$ cat src/rtl/sfb_pkg.sv
// Shared definitions for the store forward buffer: meta layout and size codes
// as used by the CPU load/store unit.
package sfb_pkg;

  localparam int unsigned MW_DEF   = 4;
  localparam int unsigned SIGN_BIT = MW_DEF - 1;
  localparam int unsigned SIZE_W   = MW_DEF - 1;

  localparam logic [SIZE_W-1:0] SZ_BYTE = SIZE_W'(0);
  localparam logic [SIZE_W-1:0] SZ_HALF = SIZE_W'(1);
  localparam logic [SIZE_W-1:0] SZ_WORD = SIZE_W'(2);

  // Meta is {sign, size/offset}; sign occupies the MSB.
  typedef struct packed {
    logic              sign;
    logic [SIZE_W-1:0] size;
  } meta_t;

  function automatic logic [MW_DEF-1:0] make_meta(input logic sign,
                                                  input logic [SIZE_W-1:0] size);
    meta_t m;
    m.sign = sign;
    m.size = size;
    return MW_DEF'(m);
  endfunction

endpackage

$ cat src/rtl/sfb_newest_match.sv
// Priority encoder selecting the newest matching valid entry, with age
// measured from the head pointer towards tail-1.
module sfb_newest_match #(
  parameter int unsigned DEPTH = 8,
  localparam int unsigned PW = $clog2(DEPTH)
) (
  input  logic [DEPTH-1:0] match_vec,
  input  logic [DEPTH-1:0] valid_vec,
  input  logic [PW-1:0]    head,
  output logic             hit,
  output logic [DEPTH-1:0] onehot
);

  logic [PW-1:0] pos;
  logic [PW-1:0] idx;

  // Walk oldest to newest; the last match seen is the newest one.
  always_comb begin
    hit = 1'b0;
    idx = '0;
    pos = '0;
    for (int unsigned a = 0; a < DEPTH; a++) begin
      pos = head + PW'(a);
      if (match_vec[pos] && valid_vec[pos]) begin
        hit = 1'b1;
        idx = pos;
      end
    end
    onehot = hit ? (DEPTH'(1) << idx) : '0;
  end

endmodule

$ cat src/rtl/store_forward_buffer.sv
// Circular store buffer draining oldest-first to memory, with registered
// newest-match store-to-load forwarding including same-cycle write bypass.
module store_forward_buffer
  import sfb_pkg::*;
#(
  parameter int unsigned AW    = 32,
  parameter int unsigned DW    = 32,
  parameter int unsigned MW    = MW_DEF,
  parameter int unsigned DEPTH = 8,
  localparam int unsigned PW = $clog2(DEPTH),
  localparam int unsigned CW = $clog2(DEPTH) + 1
) (
  input  logic          CLK,
  input  logic          RST,
  input  logic          WR_EN,
  input  logic [AW-1:0] WR_ADDR,
  input  logic [MW-1:0] WR_META,
  input  logic [DW-1:0] WR_DATA,
  output logic          WR_READY,
  input  logic          LK_EN,
  input  logic [AW-1:0] LK_ADDR,
  input  logic [MW-1:0] LK_META,
  output logic          LK_VALID,
  output logic          LK_HIT,
  output logic [DW-1:0] LK_DATA,
  output logic          DR_VALID,
  output logic [AW-1:0] DR_ADDR,
  output logic [MW-1:0] DR_META,
  output logic [DW-1:0] DR_DATA,
  input  logic          DR_READY,
  output logic [CW-1:0] COUNT,
  output logic          FULL,
  output logic          EMPTY
);

  logic [AW-1:0]    addr_q [DEPTH];
  logic [MW-1:0]    meta_q [DEPTH];
  logic [DW-1:0]    data_q [DEPTH];
  logic [DEPTH-1:0] valid_q;
  logic [PW-1:0]    head_q;
  logic [PW-1:0]    tail_q;
  logic [CW-1:0]    count_q;

  logic             wr_fire;
  logic             pop;
  logic [DEPTH-1:0] match_vec;
  logic [DEPTH-1:0] sel_oh;
  logic             mem_hit;
  logic [DW-1:0]    mem_data;
  logic             byp_hit;
  logic             lk_hit_c;
  logic [DW-1:0]    lk_data_c;

  assign COUNT    = count_q;
  assign FULL     = (count_q == CW'(DEPTH));
  assign EMPTY    = (count_q == '0);
  assign WR_READY = !FULL;
  assign DR_VALID = !EMPTY;

  assign wr_fire = WR_EN && !FULL;
  assign pop     = DR_VALID && DR_READY;

  assign DR_ADDR = EMPTY ? '0 : addr_q[head_q];
  assign DR_META = EMPTY ? '0 : meta_q[head_q];
  assign DR_DATA = EMPTY ? '0 : data_q[head_q];

  // Exact {addr, meta} compare against every slot; validity is applied downstream.
  always_comb begin
    match_vec = '0;
    for (int unsigned i = 0; i < DEPTH; i++) begin
      match_vec[i] = (addr_q[i] == LK_ADDR) && (meta_q[i] == LK_META);
    end
  end

  sfb_newest_match #(
    .DEPTH (DEPTH)
  ) u_newest (
    .match_vec (match_vec),
    .valid_vec (valid_q),
    .head      (head_q),
    .hit       (mem_hit),
    .onehot    (sel_oh)
  );

  always_comb begin
    mem_data = '0;
    for (int unsigned i = 0; i < DEPTH; i++) begin
      if (sel_oh[i]) begin
        mem_data = mem_data | data_q[i];
      end
    end
  end

  // An accepted write in the lookup cycle is newer than anything stored.
  assign byp_hit   = wr_fire && (WR_ADDR == LK_ADDR) && (WR_META == LK_META);
  assign lk_hit_c  = byp_hit || mem_hit;
  assign lk_data_c = byp_hit ? WR_DATA : mem_data;

  always_ff @(posedge CLK) begin
    if (wr_fire && !RST) begin
      addr_q[tail_q] <= WR_ADDR;
      meta_q[tail_q] <= WR_META;
      data_q[tail_q] <= WR_DATA;
    end
  end

  always_ff @(posedge CLK) begin
    if (RST) begin
      head_q   <= '0;
      tail_q   <= '0;
      count_q  <= '0;
      valid_q  <= '0;
      LK_VALID <= 1'b0;
      LK_HIT   <= 1'b0;
      LK_DATA  <= '0;
    end else begin
      if (wr_fire) begin
        valid_q[tail_q] <= 1'b1;
        tail_q          <= tail_q + PW'(1);
      end
      // Head and tail only coincide when empty or full, so these never collide.
      if (pop) begin
        valid_q[head_q] <= 1'b0;
        head_q          <= head_q + PW'(1);
      end
      case ({wr_fire, pop})
        2'b10:   count_q <= count_q + CW'(1);
        2'b01:   count_q <= count_q - CW'(1);
        default: count_q <= count_q;
      endcase
      LK_VALID <= LK_EN;
      LK_HIT   <= LK_EN && lk_hit_c;
      LK_DATA  <= (LK_EN && lk_hit_c) ? lk_data_c : '0;
    end
  end

endmodule

$ cat config.mk
export PLATFORM = sky130hd
export DESIGN_NAME = store_forward_buffer
export DESIGN_NICKNAME = d
export VERILOG_FILES = /design/src/rtl/sfb_pkg.sv /design/src/rtl/sfb_newest_match.sv /design/src/rtl/store_forward_buffer.sv
export SDC_FILE = /design/constraint.sdc
export NUM_CORES = 1
export LEC_CHECK = 0
export CAP_MARGIN = 30
export CORE_MARGIN = 2
export CORE_UTILIZATION = 45
export CTS_CLUSTER_SIZE = 20
export DETAILED_ROUTE_END_ITERATION = 7
export PLACE_DENSITY_LB_ADDON = 0.05
export SYNTH_ARGS = -nofsm -noshare
export SYNTH_HDL_FRONTEND = slang
export SYNTH_SLANG_ARGS = --single-unit
$ cat constraint.sdc
create_clock -name CLK -period 8.5 [get_ports CLK]
set_input_delay 1.7 -clock CLK [delete_from_list [all_inputs] [get_ports CLK]]
set_output_delay 1.7 -clock CLK [all_outputs]
set_load 0.1 [all_outputs]
==> results_dict.tcl <==
set metrics [dict create \
    status "finished clean" \
    crit_slowest_cell "o31ai_1" \
    synthCells 2218 \
    critPathKind "in -> reg" \
    cp-endpoint "LK_DATA[23]" \
    worstRegToRegCells 16 \
    drv_slew 0 \
    die-area_mm2 0.0710 \
    synth_ff_type "edfxtp_1" \
    postSynthAreaPerCell_um2 14.0 \
    synth_async_sr_flop_share 0 \
    cp-startpoint "LK_ADDR[28]" \
    tritoncts "yes" \
    grt_max_degree 95 \
    die_y_um 266 \
    power_leakage_nw 11.4 \
    grt_pass1_vias 20900 \
    start_util 0.454 \
    rsz0062_at_grt "false" \
    layout-drive-gt1-share 0.148 \
    rows 96 \
    grt.overflow.total 0 \
    cts_setup_buffers 0 \
    crit_family "compound AO/OA/AOI/OAI gates" \
    tns_ns 0 \
    totalWireLength_mm 117 \
    skew_ns 0.0229 \
    drc_errors 0 \
    design_area_mm2 0.0365 \
    final_common_cell "edfxtp_1" \
    fin_total_pwr_mw 13.5 \
    clk_latency_ns 0.62 \
    required_ns 9.05 \
    worstPathArrival_ns 7.67 \
    crit_path_end_kind "flop" \
    synth_seq_cells 599 \
    track_usage 0.330 \
    drt-vias-per-instance 6.39 \
    cp.depth 16 \
    cp-start-kind "input port" \
    hold_viol_final 0 \
    cts.path.max_buffers 3 \
    final_cell_mix "edfxtp_1, clkdlybuf4s50_1, xor2_1" \
    clk_transition_reported_paths_ns 0.06 \
    fillers 5653 \
    max_clock_freq_ghz 0.140 \
    ys_seq_area_frac 0.563 \
    timing.reg2reg.setup_slack_ns 2.70 \
    clock-root-buffer "clkbuf_16" \
    post-route-period-util 0.838 \
    p_per_area_mw_per_mm2 370 \
    detail-route-antenna-nets 0 \
    instances_no_fill 3368 \
    cts-resized-gates 0 \
    vias 21500 \
    ios 219 \
    synth_edf_count 544 \
    gp_congestion 1.04 \
    io_buffer_count 218 \
    drt_iter0_markers 2814 \
    cp_num_buf_inv 3 \
    r2r-start "head_q[1]" \
    postPlaceCellArea_mm2 0.0343 \
    nNetsFinal 2552 \
    numCtsBuffers 67 \
    ys_types 89 \
    antenna_found_initial 9 \
    grt_pass1_wl_mm 163 \
    placed_cells 3245 \
    worstMarginPinSlew_ns 1.05 \
    final-setup-viol-count 0 \
    areaGrowthSynthToFinish_pct 17.7 \
    ctsHoldBuffers 0 \
    firstDrtPassIters 7 \
    synth_area_mm2 0.0310 \
    core_mm2 0.0683 \
    slowest_delay_ns 0.84 \
    wire_per_inst_um 34.9 \
    fp.dieW_um 266 \
    ys_warn_count 0 \
    hpwlAfterDp_mm 85.5 \
    r2r_end "LK_DATA[23]" \
    cap_violations 0 \
    ir_worst_vdd_mv 0.300 \
    hold_class "reg -> reg" \
    crit_fanout 10 \
    clock_sinks 599 \
    fin_crit_ns 7.12 \
    cp_cell_sequence "clkdlybuf4s50_1 -> xnor2_1 -> nand4_1 -> nor4b_1 -> nand4_1 -> o31ai_1 -> o22ai_1 -> or2_2 -> o31ai_1 -> a221oi_2 -> a211oi_4 -> nor3b_2 -> buf_4 -> buf_4 -> a222oi_1 -> a21oi_1" \
    h-tree-depth 3 \
    max_slew_margin 0.292 \
    syn_nets 2338 \
]
## worst register-to-register path, cell delays in order (launching register included)
cell      delay [ns]
dfxtp_1         0.90
inv_1           0.59
ha_1            0.45
buf_4           0.32
inv_1           0.34
nand2_1         0.17
o21ai_0         0.18
o2111a_1        0.40
or2_2           0.35
o31ai_1         0.37
a221oi_2        0.15
a211oi_4        0.46
nor3b_2         0.40
buf_4           0.23
buf_4           0.17
a222oi_1        0.10
a21oi_1         0.17
## state kept, by name (all words and copies together) (netlist names), 3 cells and up, named ones only
register,count
addr_q,256
LK_DATA,32
COUNT,4
tail_q,3
head_q,3
meta_q,32
valid_q,8
data_q,256
## area by class of cell
class,count,area (um2),area share
sequential,599,17400,0.478
multi-input combinational,1458,12900,0.353
inverter,18,68.8,0.00189
antenna,2,5.00,0.000137
timing repair buffer,288,2820,0.0772
clock buffer,91,1820,0.0498
tap,882,1100,0.0303
clock inverter,30,324,0.00888
## routing by layer
metal	GRT usage	up-vias	wire [um]
met5	0	-	0
met4	0.0653	0	2270
met3	0.0575	134	9650
met2	0.508	1087	53400
met1	0.493	11200	52200
li1	-	9124	-
## how the worst min path moves through the flow
stage	startpoint	depth (start not counted)	end
global route	valid_q[1]	2	valid_q[1]
floorplan	valid_q[1]	2	valid_q[1]
CTS	valid_q[1]	2	valid_q[1]
global placement	valid_q[1]	2	valid_q[1]
detailed placement	valid_q[1]	2	valid_q[1]
finish	valid_q[1]	2	valid_q[1]
## cell usage after synthesis, types with 9 or more instances
| library cell | count | area, um2 |
|---|---|---|
| inv_1 | 15 | 56.3 |
| buf_1 | 18 | 67.6 |
| mux2i_1 | 131 | 1310 |
| mux2_2 | 22 | 248 |
| o22ai_1 | 15 | 93.8 |
| nand2_1 | 119 | 447 |
| nand3_1 | 26 | 130 |
| o21ai_1 | 10 | 50.1 |
| o2bb2ai_1 | 18 | 158 |
| a21oi_1 | 54 | 270 |
| mux4_2 | 147 | 3310 |
| nor2_1 | 122 | 458 |
| nor4_1 | 65 | 407 |
| a211oi_1 | 16 | 120 |
| nor3_1 | 19 | 95.1 |
| xnor2_1 | 131 | 1150 |
| nor4b_1 | 19 | 166 |
| a222oi_1 | 9 | 90.1 |
| nand4_1 | 60 | 375 |
| o21ai_0 | 48 | 240 |
| nand4b_1 | 12 | 105 |
| buf_2 | 46 | 230 |
| ha_1 | 10 | 125 |
| clkbuf_1 | 63 | 236 |
| dfxtp_1 | 55 | 1100 |
| buf_4 | 10 | 75.1 |
| and4_1 | 9 | 78.8 |
| edfxtp_1 | 544 | 16300 |
| or4_1 | 18 | 135 |
| o211ai_1 | 14 | 105 |
| xor2_1 | 206 | 1800 |
## kinds of logic (layout without fill, tap and decap cells)
family	count (synthesis)	in the layout	share of synthesized area
muxes	301	301	0.158
AOI/OAI and AO/OA	265	265	0.0603
and+or+nand+nor	544	544	0.0953
xor gates and xnor gates	337	337	0.0952
other	0	2	0
adders and majority gates	11	11	0.00468
buffers and inverters	161	427	0.0241
DFF	599	599	0.563
## stage by stage
stage,hold slack [ns],utilization,setup WS (ns)
4_1_cts,0.535,0.534,1.67
3_5_place_dp,0.525,0.502,1.04
6_report,0.543,0.534,1.38
3_3_place_gp,0.521,0.501,1.07
5_1_grt,0.560,0.534,1.15
2_1_floorplan,0.487,-,0.477
## power breakdown
group,total [mW],switching [mW],internal [mW]
sequential,3.53,0.160,3.37
clock,2.84,1.20,1.64
combinational,7.13,4.92,2.21
Note: power is estimated with default switching activity, not from simulation.
